**config.mk**
```make
export PLATFORM = sky130hd
export DESIGN_NAME = multi_oneshot
export DESIGN_NICKNAME = d
export VERILOG_FILES = /design/src/rtl/oneshot_pkg.sv /design/src/rtl/oneshot_chan.sv /design/src/rtl/multi_oneshot.sv
export SDC_FILE = /design/constraint.sdc
export NUM_CORES = 1
export LEC_CHECK = 0
export ABC_AREA = 0
export CORE_MARGIN = 2
export CORE_UTILIZATION = 50
export CTS_CLUSTER_DIAMETER = 100
export DETAILED_ROUTE_END_ITERATION = 7
export PLACE_DENSITY = 0.73
export SYNTH_ARGS = -nofsm -noshare
export SYNTH_HDL_FRONTEND = slang
export SYNTH_SLANG_ARGS = --single-unit
export TNS_END_PERCENT = 100
```
**constraint.sdc**
```tcl
create_clock -name clk250_i -period 2.7 [get_ports clk250_i]
set_input_delay 0.54 -clock clk250_i [delete_from_list [all_inputs] [get_ports clk250_i]]
set_output_delay 0.54 -clock clk250_i [all_outputs]
set_load 0.02 [all_outputs]
```
**src/rtl/oneshot_pkg.sv**
```systemverilog
// -----------------------------------------------------------------------------
// oneshot_pkg
//
// Shared definitions for the multi-channel one-shot stretcher:
//   - chan_state_t : per-channel FSM state encoding
//   - DEF_NCH      : default number of channels
//   - DEF_CNTW     : default width of the length/holdoff counter
//
// No ports; imported by oneshot_chan and multi_oneshot.
// -----------------------------------------------------------------------------
package oneshot_pkg;

    // Default channel count for the trigger path.
    localparam int DEF_NCH = 8;

    // Default counter width; the longest gate or holdoff is 2^CNTW-1 cycles.
    localparam int DEF_CNTW = 8;

    // Per-channel FSM states. The encodings are fixed so that other blocks
    // and debug taps can decode a raw state value.
    typedef enum logic [1:0] {
        ST_IDLE    = 2'd0,
        ST_ACTIVE  = 2'd1,
        ST_HOLDOFF = 2'd2
    } chan_state_t;

endpackage : oneshot_pkg

```
**src/rtl/oneshot_chan.sv**
```systemverilog
// -----------------------------------------------------------------------------
// oneshot_chan
//
// One channel of the programmable one-shot stretcher. A trigger event
// (trig_i & mask_i) seen in IDLE opens a gate of len_i cycles (0 behaves as 1).
// The gate is followed by holdoff_i dead cycles in which every trigger is
// ignored. With retrig_i high, an event during the gate restarts the length
// count, so the gate ends len_i cycles after the last event.
//
// Ports:
//   clk250_i     in   system clock, rising edge
//   rst_n_i      in   synchronous active-low reset
//   trig_i       in   trigger level
//   mask_i       in   channel enable (0 blocks new events only)
//   len_i        in   gate length, sampled on start/reload
//   holdoff_i    in   dead time after the gate, sampled on gate end
//   retrig_i     in   1 = events during the gate extend it
//   scal_o       out  registered gate
//   start_o      out  registered one-cycle strobe on the first gate cycle
//   busy_next_o  out  combinational "next state is not IDLE", for the
//                     top-level busy register
// -----------------------------------------------------------------------------
module oneshot_chan
    import oneshot_pkg::*;
#(
    parameter int CNTW = DEF_CNTW
) (
    input  logic            clk250_i,
    input  logic            rst_n_i,
    input  logic            trig_i,
    input  logic            mask_i,
    input  logic [CNTW-1:0] len_i,
    input  logic [CNTW-1:0] holdoff_i,
    input  logic            retrig_i,
    output logic            scal_o,
    output logic            start_o,
    output logic            busy_next_o
);

    localparam logic [CNTW-1:0] CNT_ONE = CNTW'(1);

    chan_state_t     state;
    chan_state_t     state_next;
    logic [CNTW-1:0] cnt;
    logic [CNTW-1:0] cnt_next;
    logic            start_next;
    logic            ev;
    logic [CNTW-1:0] len_load;
    logic [CNTW-1:0] hold_load;

    assign ev = trig_i & mask_i;

    // The counter holds "cycles remaining after this one", so a length of L
    // loads L-1. A zero length is promoted to a single-cycle gate.
    assign len_load = (len_i == '0) ? '0 : (len_i - CNT_ONE);

    // Only used when holdoff_i is non-zero, so the subtraction never wraps.
    assign hold_load = holdoff_i - CNT_ONE;

    // Next-state and counter logic. A retrigger is checked before the
    // end-of-gate test so that an event on the final gate cycle still
    // extends the gate instead of letting it drop.
    always_comb begin
        state_next = state;
        cnt_next   = cnt;
        start_next = 1'b0;

        case (state)
            ST_IDLE: begin
                if (ev) begin
                    state_next = ST_ACTIVE;
                    cnt_next   = len_load;
                    start_next = 1'b1;
                end
            end

            ST_ACTIVE: begin
                if (ev && retrig_i) begin
                    cnt_next = len_load;
                end else if (cnt == '0) begin
                    if (holdoff_i != '0) begin
                        state_next = ST_HOLDOFF;
                        cnt_next   = hold_load;
                    end else begin
                        state_next = ST_IDLE;
                        cnt_next   = '0;
                    end
                end else begin
                    cnt_next = cnt - CNT_ONE;
                end
            end

            ST_HOLDOFF: begin
                if (cnt == '0) begin
                    state_next = ST_IDLE;
                end else begin
                    cnt_next = cnt - CNT_ONE;
                end
            end

            default: begin
                state_next = ST_IDLE;
                cnt_next   = '0;
            end
        endcase
    end

    // Outputs are registered from the next state so that scal_o and start_o
    // appear in the same cycle the FSM enters ACTIVE.
    always_ff @(posedge clk250_i) begin
        if (!rst_n_i) begin
            state   <= ST_IDLE;
            cnt     <= '0;
            scal_o  <= 1'b0;
            start_o <= 1'b0;
        end else begin
            state   <= state_next;
            cnt     <= cnt_next;
            scal_o  <= (state_next == ST_ACTIVE);
            start_o <= start_next;
        end
    end

    assign busy_next_o = (state_next != ST_IDLE);

endmodule : oneshot_chan

```
**src/rtl/multi_oneshot.sv**
```systemverilog
// -----------------------------------------------------------------------------
// multi_oneshot
//
// NCH independent one-shot stretchers for the 250 MHz trigger path, sharing
// the length, holdoff and retrigger controls, plus a global busy flag.
//
// Ports:
//   clk250_i   in   system clock, rising edge
//   rst_n_i    in   synchronous active-low reset
//   trig_i     in   [NCH]   per-channel trigger level
//   mask_i     in   [NCH]   per-channel enable
//   len_i      in   [CNTW]  gate length in cycles (0 = 1)
//   holdoff_i  in   [CNTW]  dead cycles after each gate (0 = none)
//   retrig_i   in   retrigger-extends-gate select
//   scal_o     out  [NCH]   stretched gates
//   start_o    out  [NCH]   one-cycle strobe at the start of each new gate
//   busy_o     out  registered OR of "channel not IDLE"
// -----------------------------------------------------------------------------
module multi_oneshot
    import oneshot_pkg::*;
#(
    parameter int NCH  = DEF_NCH,
    parameter int CNTW = DEF_CNTW
) (
    input  logic            clk250_i,
    input  logic            rst_n_i,
    input  logic [NCH-1:0]  trig_i,
    input  logic [NCH-1:0]  mask_i,
    input  logic [CNTW-1:0] len_i,
    input  logic [CNTW-1:0] holdoff_i,
    input  logic            retrig_i,
    output logic [NCH-1:0]  scal_o,
    output logic [NCH-1:0]  start_o,
    output logic            busy_o
);

    logic [NCH-1:0] busy_next;

    for (genvar c = 0; c < NCH; c++) begin : g_chan
        oneshot_chan #(
            .CNTW(CNTW)
        ) u_chan (
            .clk250_i    (clk250_i),
            .rst_n_i     (rst_n_i),
            .trig_i      (trig_i[c]),
            .mask_i      (mask_i[c]),
            .len_i       (len_i),
            .holdoff_i   (holdoff_i),
            .retrig_i    (retrig_i),
            .scal_o      (scal_o[c]),
            .start_o     (start_o[c]),
            .busy_next_o (busy_next[c])
        );
    end

    // Busy is registered from the channels' next states, so it lines up
    // cycle-for-cycle with the registered gates and holdoff occupancy.
    always_ff @(posedge clk250_i) begin
        if (!rst_n_i) begin
            busy_o <= 1'b0;
        end else begin
            busy_o <= |busy_next;
        end
    end

endmodule : multi_oneshot

```
==> summary.txt, run 1 <==
outcome: finished, final reports clean
Synth Instances: 1033
register area share after synthesis: 0.258
DR DRC count: 0
commonest non-fill, non-tap cells in the layout: buf_4 (129), nor2_1 (111), nand2_1 (101), dfxtp_1 (97), a21oi_1 (85)
largest net degree at the start of global routing: 38
CTS root buf: clkbuf_16
Clock Path Buffers: 2
worst slew pin tran: 0.808 ns
WL/cell: 19.1 µm
Pre-antenna DRT Iters: 8
hpwl dp: 19.2 mm
internal power: 3730 µW
drt initial violations: 1139
WS Path Type: in -> reg
Hold Crit Start: g_chan[1].u_chan.cnt[3]
skew final: 0.00858 ns
Synth Register Bits: 97
Routed Antenna Nets: 0
data arrival time of the worst path: 2.95 ns
Final Power: 6500 µW
Max Cap Viol: 0
Net Sw Power: 2770 µW
Netlist cell types: 77
clock network fraction of total power: 0.192
fin crit period: 2.65 ns
CTS Sinks: 97
Avg Inst Size Synth: 7.30 µm²
I/O pins: 52
total track usage: 0.318
Setup-failing EPs final: 0
H-tree lvl count: 3
Core Util, Final: 0.632
Yosys warning count: 0
vias in the first global route: 7649
first-pass GRT wire length: 40.5 mm
Top cell by count, worst path: nor2_1
worst ir drop on vdd: 0.367 mV
cells along the critical path: clkdlybuf4s50_1 > buf_4 > nor4_1 > nor2_1 > nor2_1 > buf_4 > nor2_1 > a21oi_1 > a221o_1
die width: 127 µm
GPL Wtd Cong: 0.975
Worst-Skew Late Latency: 0.36 ns
Gate power share: 0.504
Starting Density: 0.515
via count: 8587
HP Class: reg -> reg
Crit Path Max Fanout: 5
Nets: 1205
Die Y: 127 µm
cell area after synthesis: 7540 µm²
total die area: 16100 µm²
EDFF count, synth: 0
max incr delay on CP: 0.65 ns
CP max-delay cell: nor2_1
Worst Setup SP: len_i[2]
DR vias/cell: 6.37
RSZ-0062 raised after global routing: no
WL final: 25.8 mm
CTS tree: built
Sw Share: 0.427
initial antenna violation count: 1
leading cell type in the layout, fill and taps excluded: buf_4
CP bufs+invs: 3
CTS buffer count: 9
ys flop type: dfxtp_1
Setup crit end kind: flip-flop
sequential power share: 0.304
crit start category: primary input
Highest Clock Rate: 378 MHz
core area: 14600 µm²
Mapped Nets: 1080
Placed Cells incl. Taps: 1331
family with the most delay on the worst path: simple AND/OR/NAND/NOR gates
# rows: 44
Required @ worst endpoint: 3.00 ns
Sum Neg Setup Slack: 0 ns
Fill cells: 1366
Port Buffers: 51
Clock transition at path regs: 0.08 ns
async set-reset flop share out of synthesis: 0
final std cells w/o fill: 1348
synthesis-to-layout area growth: 22.8%
P per Cell Area: 702 nW/µm²
RR Startpoint: g_chan[7].u_chan.cnt[0]
final max-slew violation count: 0
endpoints failing hold: 0
total gr overflow: 0
Post-CTS Repair Setup Buffers: 0
Rel. slew slack: 0.459
layout cells sized above 1: 0.155
Leak Pwr: 0.00364 µW
Final Cycle Share: 0.980
==> kinds of logic (layout without fill, tap and decap cells) <==
group	count (synthesis)	count (layout)	share of synthesized area
AO/OA/AOI/OAI	350	350	0.309
XOR/XNOR	33	33	0.0383
adder cells (fa/ha/maj)	12	12	0.0199
buffers and inverters	110	240	0.0661
flip-flops	97	97	0.258
multiplexers	34	34	0.0471
other	0	1	0
AND/OR/NAND/NOR	397	397	0.262
==> synthesized netlist by cell type, drive strengths merged (11+ instances only) <==
cell type	instances	area share
a211oi	25	0.026
nand2b	20	0.017
a31oi	19	0.016
mux2i	28	0.037
inv	38	0.019
dfxtp	97	0.26
nor3b	11	0.011
nor2b	15	0.012
xnor2	26	0.030
nor4	16	0.013
and2	16	0.013
o21ai	79	0.052
o31ai	11	0.011
nand3	26	0.017
ha	12	0.020
clkbuf	44	0.022
nor2	111	0.055
o22ai	14	0.012
nor3	35	0.025
a21oi	85	0.056
o211ai	15	0.015
buf	26	0.024
nand2	101	0.050
==> flip-flops by register name, summed over array words and instances, names as in the netlist <==
register / flops
g_chan.u_chan.cnt: 64
g_chan.u_chan.scal_o: 8
busy_o: 1
g_chan.u_chan.start_o: 8
g_chan.u_chan.state: 16
==> final cells by class <==
| class | count | area [µm²] | share of cell area |
|---|---|---|---|
| antenna | 1 | 2.50 | 0.000270 |
| clock buffer | 10 | 229 | 0.0247 |
| clock inverter | 6 | 43.8 | 0.00473 |
| inverter | 40 | 150 | 0.0162 |
| multi-input combinational | 826 | 5100 | 0.551 |
| sequential | 97 | 1940 | 0.210 |
| tap | 184 | 230 | 0.0249 |
| timing repair buffer | 184 | 1550 | 0.168 |
==> routing by layer <==
layer | GRT usage | vias up | part of all wire
met1 | 0.438 | 3955 | 0.43
li1 | - | 4090 | -
met3 | 0.0650 | 73 | 0.10
met2 | 0.490 | 469 | 0.44
met5 | 0 | - | 0
met4 | 0.124 | 0 | 0.034
==> power by group through the flow <==
stage	clock (µW)	sequential, µW	combinational (µW)
after floorplan	0	1860	2360
after detailed placement	0	1990	3170
after CTS	1260	1960	3200
final	1250	1980	3270
after global placement	0	1990	3130
after global routing	1330	2010	3590
==> tightest hold or removal path: stages, from the launching register on <==
cell and delay, ns:
dfxtp_1 0.33, nand2_1 0.06, a21oi_1 0.05
==> per-stage QoR <==
step | instance area, µm² | hold WS, ns | worst slack, ns
2_1_floorplan | 7540 | 0.449 | 0.307
5_1_grt | 9250 | 0.505 | 0.0127
3_3_place_gp | 8970 | 0.466 | -0.224
3_5_place_dp | 8970 | 0.475 | -0.252
4_1_cts | 9250 | 0.486 | 0.128
6_report | 9260 | 0.488 | 0.0540
==> path summary, 6_finish.rpt <==
kind                                           endpoint  slack [ns]  depth (start not counted)
worst max-delay path            g_chan[0].u_chan.cnt[3]        0.05                          9
worst min-delay path            g_chan[1].u_chan.cnt[3]        0.49                          2
worst max register to register  g_chan[7].u_chan.cnt[0]        0.17                          8
worst min register to register  g_chan[1].u_chan.cnt[3]        0.49                          2
==> repair_timing <==
item / CTS / global route
hold buffers: 0 / 0
setup endpoints to repair: 0 / 2
gates resized for setup: 0 / 2
No activity file was read; power rests on OpenSTA's default activity.
==> run 2: changes to the inputs <==
Settings changed: CORE_UTILIZATION 50 to 53, CTS_CLUSTER_SIZE from default to 12, PLACE_DENSITY 0.73 to 0.77.
==> summary.txt, run 2 (synthesis gave the netlist of run 1 again) <==
cts repair resizes: 0
worst ir drop on vdd: 0.377 mV
Sum Neg Setup Slack: 0 ns
die width: 123 µm
# rows: 43
max incr delay on CP: 0.53 ns
final max-slew violation count: 0
final std cells w/o fill: 1343
cells along the critical path: clkdlybuf4s50_1 > inv_1 > ha_1 > or3b_2 > nor2_2 > buf_4 > nor2_1 > a222oi_1 > buf_4 > o21ai_0
Highest Clock Rate: 382 MHz
CTS tree: built
total die area: 15200 µm²
via count: 8725
Post-CTS Repair Setup Buffers: 0
total track usage: 0.348
commonest non-fill, non-tap cells in the layout: buf_4 (129), nor2_1 (110), nand2_1 (101), dfxtp_1 (97), a21oi_1 (85)
CTS root buf: clkbuf_16
hold bufs inserted after CTS: 0
Routed Antenna Nets: 0
CTS buffer count: 9
Crit Path Max Fanout: 4
Pre-antenna DRT Iters: 6
outcome: finished, final reports clean
total gr overflow: 0
initial antenna violation count: 0
Die Y: 123 µm
WS Path Type: in -> reg
Setup-failing EPs final: 0
Hold WS: 0.490 ns
CP max-delay cell: a222oi_1
largest net degree at the start of global routing: 24
Clock transition at path regs: 0.07 ns
Leak Pwr: 0.00364 µW
DR vias/cell: 6.50
drt initial violations: 1183
Finished Cell Area: 9260 µm²
worst slew pin tran: 0.834 ns
WL/cell: 19.6 µm
Nets: 1205
Starting Density: 0.543
Port Buffers: 51
Max Cap Viol: 0
Most flops, register: g_chan.u_chan.cnt
vias in the first global route: 7894
Worst-Skew Late Latency: 0.37 ns
dpl cell area: 8960 µm²
hpwl dp: 19.4 mm
Final Cycle Share: 0.969
CTS Sinks: 97
I/O pins: 52
Largest register FFs: 64
Clock Path Buffers: 2
WL final: 26.3 mm
biggest regs: g_chan.u_chan.cnt: 64 flops, g_chan.u_chan.state: 16 flops
P per Cell Area: 705 nW/µm²
DR DRC count: 0
Required @ worst endpoint: 2.95 ns
layout cells sized above 1: 0.156
n_diodes: 0
synthesis-to-layout area growth: 22.9%
skew final: 0.0107 ns
first-pass GRT wire length: 41.2 mm
core area: 13900 µm²
crit start category: primary input
endpoints failing hold: 0
fin crit period: 2.62 ns
Top cell by count, worst path: buf_4
HP Class: reg -> reg
leading cell type in the layout, fill and taps excluded: buf_4
Core Util, Final: 0.667
Placed Cells incl. Taps: 1327
data arrival time of the worst path: 2.87 ns
H-tree lvl count: 3
Rel. slew slack: 0.443
Setup crit end kind: flip-flop
GPL Wtd Cong: 1.01
[run 2: cell count changes in the layout (fill, tap and decap cells not counted), sizes merged]
cell / before / now
buf: 134 / 133
clkbuf: 10 / 11
clkdlybuf4s50: 50 / 51
diode: 1 / 0
inv: 39 / 38
[run 2: path summary, 6_finish.rpt]
check | cells past startpoint | from | end | slack [ns]
max | 10 | len_i[0] | g_chan[6].u_chan.cnt[1] | 0.08
max reg2reg | 8 | g_chan[7].u_chan.cnt[0] | g_chan[7].u_chan.cnt[1] | 0.22
min reg2reg | 2 | g_chan[1].u_chan.cnt[3] | g_chan[1].u_chan.cnt[3] | 0.49
min | 2 | g_chan[1].u_chan.cnt[3] | g_chan[1].u_chan.cnt[3] | 0.49
[run 2: routing by layer]
metal | wire length (µm) | global-route usage | vias up | share of wire
li1 | - | - | 4072 | -
met1 | 10400 | 0.458 | 4040 | 0.40
met2 | 12000 | 0.563 | 515 | 0.45
met3 | 2750 | 0.0530 | 98 | 0.10
met4 | 1190 | 0.156 | 0 | 0.045
met5 | 0 | 0 | - | 0
[run 2: critical path: cells and delay by family]
kind / cells / cell delay, ns
adders and majority gates: 1 / 0.17
AOI/OAI and AO/OA: 2 / 0.59
buffers and inverters: 4 / 0.84
and+or+nand+nor: 3 / 0.74
[run 2: area by class of cell]
class,instances,area (µm²)
multi-input combinational,826,5120
sequential,97,1940
tap,180,225
timing repair buffer,184,1550
inverter,40,150
clock buffer,11,243
clock inverter,5,31.3
fill,1214,4620
[run 2: power breakdown]
part	internal (µW)	total (µW)	switching, µW
combinational	1440	3300	1860
clock	648	1250	599
sequential	1650	1980	326
[run 2: metrics by stage]
step | power [µW] | worst slack [ns]
floorplan | 4220 | 0.307
global placement | 5140 | -0.320
detailed placement | 5170 | -0.322
CTS | 6410 | 0.0510
global route | 6890 | -0.00438
finish | 6530 | 0.0827
